<file path="src/rtl/mac_pkg.sv">
// Types and constants shared by the MAC datapath blocks.
package mac_pkg;

  typedef enum logic {
    IDLE  = 1'b0,
    SHIFT = 1'b1
  } state_t;

  localparam int MAC_WIDTH = 8;

endpackage

</file>
<file path="src/rtl/mac_bit_counter.sv">
// Bit-position counter for the serializer; term flags the last bit of a word.
module mac_bit_counter #(
  parameter int WIDTH = 8
) (
  input  logic clk,
  input  logic rst,
  input  logic clr,
  input  logic inc,
  output logic term
);

  localparam int CW = $clog2(WIDTH);
  localparam logic [CW-1:0] CNT_MAX = CW'(WIDTH - 1);

  logic [CW-1:0] cnt;

  // clr wins over inc so a word end and the next load restart at bit 0
  always_ff @(posedge clk or negedge rst) begin
    if (!rst) begin
      cnt <= '0;
    end else if (clr) begin
      cnt <= '0;
    end else if (inc) begin
      cnt <= cnt + CW'(1);
    end
  end

  assign term = (cnt == CNT_MAX);

endmodule

</file>
<file path="src/rtl/mac_bit_serializer.sv">
// Parallel-in, LSB-first serial-out reader with valid/ready on both sides.
//
// state | meaning
// IDLE  | no word held; in_ready high, waiting for in_valid
// SHIFT | word held; presenting shreg[0] until the last bit transfers
module mac_bit_serializer
  import mac_pkg::*;
#(
  parameter int WIDTH = MAC_WIDTH
) (
  input  logic             clk,
  input  logic             rst,
  input  logic             init0,
  input  logic [WIDTH-1:0] in_data,
  input  logic             in_valid,
  output logic             in_ready,
  output logic             bit_out,
  output logic             bit_valid,
  input  logic             bit_ready,
  output logic             last,
  output logic             busy
);

  state_t           state, state_nxt;
  logic [WIDTH-1:0] shreg;
  logic             term;
  logic             load;
  logic             xfer;
  logic             cnt_clr;
  logic             cnt_inc;

  always_ff @(posedge clk or negedge rst) begin
    if (!rst) begin
      state <= IDLE;
    end else begin
      state <= state_nxt;
    end
  end

  always_comb begin
    state_nxt = state;
    in_ready  = 1'b0;
    bit_valid = 1'b0;
    busy      = 1'b0;
    last      = 1'b0;
    load      = 1'b0;
    xfer      = 1'b0;
    case (state)
      IDLE: begin
        in_ready = 1'b1;
        load     = in_valid && !init0;
        if (load) state_nxt = SHIFT;
      end
      SHIFT: begin
        bit_valid = 1'b1;
        busy      = 1'b1;
        last      = term;
        // bit_ready reaches in_ready only on the last bit, enabling a bubble-free reload
        in_ready  = term && bit_ready;
        xfer      = bit_ready && !init0;
        load      = xfer && term && in_valid;
        if (xfer && term && !in_valid) state_nxt = IDLE;
      end
      default: state_nxt = IDLE;
    endcase
    if (init0) state_nxt = IDLE;
  end

  always_ff @(posedge clk or negedge rst) begin
    if (!rst) begin
      shreg <= '0;
    end else if (init0) begin
      shreg <= '0;
    end else if (load) begin
      shreg <= in_data;
    end else if (xfer) begin
      shreg <= {1'b0, shreg[WIDTH-1:1]};
    end
  end

  assign bit_out = shreg[0];
  assign cnt_clr = init0 || load || (xfer && term);
  assign cnt_inc = xfer && !term;

  mac_bit_counter #(
    .WIDTH(WIDTH)
  ) u_cnt (
    .clk  (clk),
    .rst  (rst),
    .clr  (cnt_clr),
    .inc  (cnt_inc),
    .term (term)
  );

endmodule

</file>
<file path="config.mk">
export PLATFORM = sky130hd
export DESIGN_NAME = mac_bit_serializer
export DESIGN_NICKNAME = d
export VERILOG_FILES = /design/src/rtl/mac_pkg.sv /design/src/rtl/mac_bit_counter.sv /design/src/rtl/mac_bit_serializer.sv
export SDC_FILE = /design/constraint.sdc
export NUM_CORES = 1
export LEC_CHECK = 0
export BUFFER_PORTS_ARGS = -buffer_cell sky130_fd_sc_hd__buf_2
export CORE_MARGIN = 3
export CORE_UTILIZATION = 45
export CTS_BUF_LIST = sky130_fd_sc_hd__clkbuf_4 sky130_fd_sc_hd__clkbuf_8
export CTS_CLUSTER_DIAMETER = 100
export DETAILED_ROUTE_END_ITERATION = 6
export PLACE_DENSITY = 0.71
export SLEW_MARGIN = 10
export SYNTH_ARGS = -nofsm -noshare
export SYNTH_HDL_FRONTEND = slang
export SYNTH_SLANG_ARGS = --single-unit
</file>
<file path="constraint.sdc">
create_clock -name clk -period 2.3 [get_ports clk]
set_input_delay 0.46 -clock clk [delete_from_list [all_inputs] [get_ports clk]]
set_output_delay 0.46 -clock clk [all_outputs]
set_load 0.005 [all_outputs]
</file>
==> reports/results.tsv <==
metric	value	unit
outcome	completed	
largest net degree at the start of global routing	13	
final worst path period share	0.830	
Mapped Area	587	um^2
iteration count of the initial detailed-routing pass	2	
grt ovf	0	
Final setup viols	0	
die width	42.1	um
syn nets	60	
GRT Overall Usage	0.147	
Initial Util	0.501	
TritonCTS clock tree	yes	
Rows	12	
CP Class	flop to primary output	
Die Y	42.1	um
Logic pwr share	0.117	
Final Wtd Congestion	0.694	
Final ANT Viol Nets	0	
syn avg cell area	13.0	um^2
Clk pwr share	0.366	
TNS Setup	0	ns
vias per cell	5.41	
HPWL Detailed	849	um
Max Freq	0.524	GHz
Seq cells post-synth	12	
Clock Skews	0.00466	ns
total power per unit cell area	621	nW/um^2
max-cap viol count	0	
overall via count from detail_route	427	
Max VDD drop	0.000369	V
vias in the first global route	443	
Critical Path Start Type	flop	
layout cell share with drive strength beyond 1	0.462	
Final Hold Viols	0	
Crit path max-delay family	adder cells	
fraction of power spent switching nets	0.221	
fin area	714	um^2
Max clock buf depth	2	
first-pass GRT wire length	1990	um
Die Area	1770	um^2
post-layout net count	81	
Buf/Inv on CP	2	
Yosys top cell by area	dfrtp_1	
crit-path max cell delay	0.38	ns
TritonCTS Buffers	3	
ant diodes	0	
Clock Tree Root	clkbuf_4	
Worst Setup End Kind	primary output	
Seq pwr share	0.517	
Synth cell types	19	
sequential fraction of the synthesis area	0.512	
dpl cell area	678	um^2
cells after synthesis	45	
CTS clock-pin slew for the worst setup and hold paths	0.07	ns
RSZ-0062 raised after global routing	false	
Worst-Margin Slew	0.529	ns
CTS Hold Bufs	0	
clock tree sinks	12	
post-CTS setup buffers	0	
cells along the critical path	ha_1 > ha_1 > a21boi_4 > inv_1 > buf_2	
Int Pwr	0.346	mW
Worst Path Arrival	1.45	ns
Req. time, crit path	1.84	ns
max-slew violations	0	
# IOs	18	
WL final	1150	um
post-synth top area share	0.512	
Leakage	0.398	nW
DR iter-0 viols	7	
Core Region	1170	um^2
power after layout	0.444	mW
WL/cell	14.6	um
worst skew pair latency	0.27	ns
Area Overhead vs Synth	21.7	%
CP max-delay cell	dfrtp_1	
DRC violations left	0	
switching pwr	0.0980	mW
Hold Path Class	input port to asynchronous set/reset pin	
crit-path max FO	4	
post_cts resized	0	
Synth area leaders	dfrtp_1 51%, a221o_1 10%, and3_1 7.5%	
initial antenna violation count	0	
# port buffers	17	
Slew Limit Headroom	0.646	
H-tree levels	1	
most used cell, CP	ha_1	
minimum clock period	1.91	ns
Yosys warnings	0	
-- stage by stage --
step	hold slack, ns	setup slack [ns]	util	std cells
global placement	0.347	0.698	0.579	75
floorplan	0.164	0.799	-	45
CTS	0.0550	0.371	0.610	79
detailed placement	0.351	0.674	0.579	75
global route	0.0483	0.295	0.610	79
finish	0.0546	0.391	0.610	79
-- per-layer routing --
metal	routed length [um]	track usage	vias to the layer above
li1	-	-	214
met1	566	0.182	200
met2	528	0.225	11
met3	49	0.0644	2
met4	10	0.0559	0
met5	0	0	-
-- area by class of cell --
type                       instances  area (um^2)
inverter                           1         3.75
clock buffer                       4         36.3
tap                               14         17.5
sequential                        12          300
multi-input combinational         30          264
timing repair buffer              18         92.6
fill                              97          457
-- synthesized netlist by cell type --
cell type,instances
nor3b_2,1
a211oi_1,1
and2b_1,1
mux2_2,1
ha_1,2
and3b_4,1
a21boi_4,1
a22o_2,3
inv_1,1
and3_1,7
nor2b_1,1
buf_6,1
nand2_1,1
and2_1,1
a221o_2,1
a221o_1,6
nor2_1,2
buf_4,1
dfrtp_1,12
-- power by group through the flow --
stage,sequential (mW),clock (mW),combinational (mW)
floorplan,0.232,0,0.0295
global placement,0.233,0,0.0519
detailed placement,0.234,0,0.0528
CTS,0.230,0.170,0.0531
global route,0.231,0.186,0.0575
finish,0.229,0.162,0.0521
-- placed cells by master, fill, tap and decap left out, drive strengths merged --
cell type	instances
a21boi	1
and3	7
and2	1
and2b	1
nand2	1
nor2	2
clkbuf	4
and3b	1
nor3b	1
a211oi	1
ha	2
mux2	1
buf	18
nor2b	1
dfrtp	12
a22o	3
a221o	7
inv	1
-- kinds of logic after synthesis --
group,Yosys count,share of synthesized area
AO/OA/AOI/OAI,12,0.217
adder cells (fa/ha/maj),2,0.0426
buffers and inverters,3,0.0384
flip-flops,12,0.512
multiplexers,1,0.0192
AND/OR/NAND/NOR,15,0.171
-- path summary, 6_finish.rpt --
kind	cells after the start	slack, ns	endpoint	startpoint
worst max register to register	5	0.71	shreg[6]	u_cnt.cnt[0]
min in group clk	2	0.41	state	init0
max in group asynchronous	1	2.03	shreg[4]	rst
worst min-delay path	1	0.05	shreg[1]	rst
worst max-delay path	5	0.39	in_ready	u_cnt.cnt[0]
worst min register to register	1	0.51	shreg[7]	shreg[7]
-- registers in the layout (all words and copies together), names as in the netlist --
signal	cells
u_cnt.cnt	3
shreg	8
state	1
Note: power is estimated with default switching activity, not from simulation.
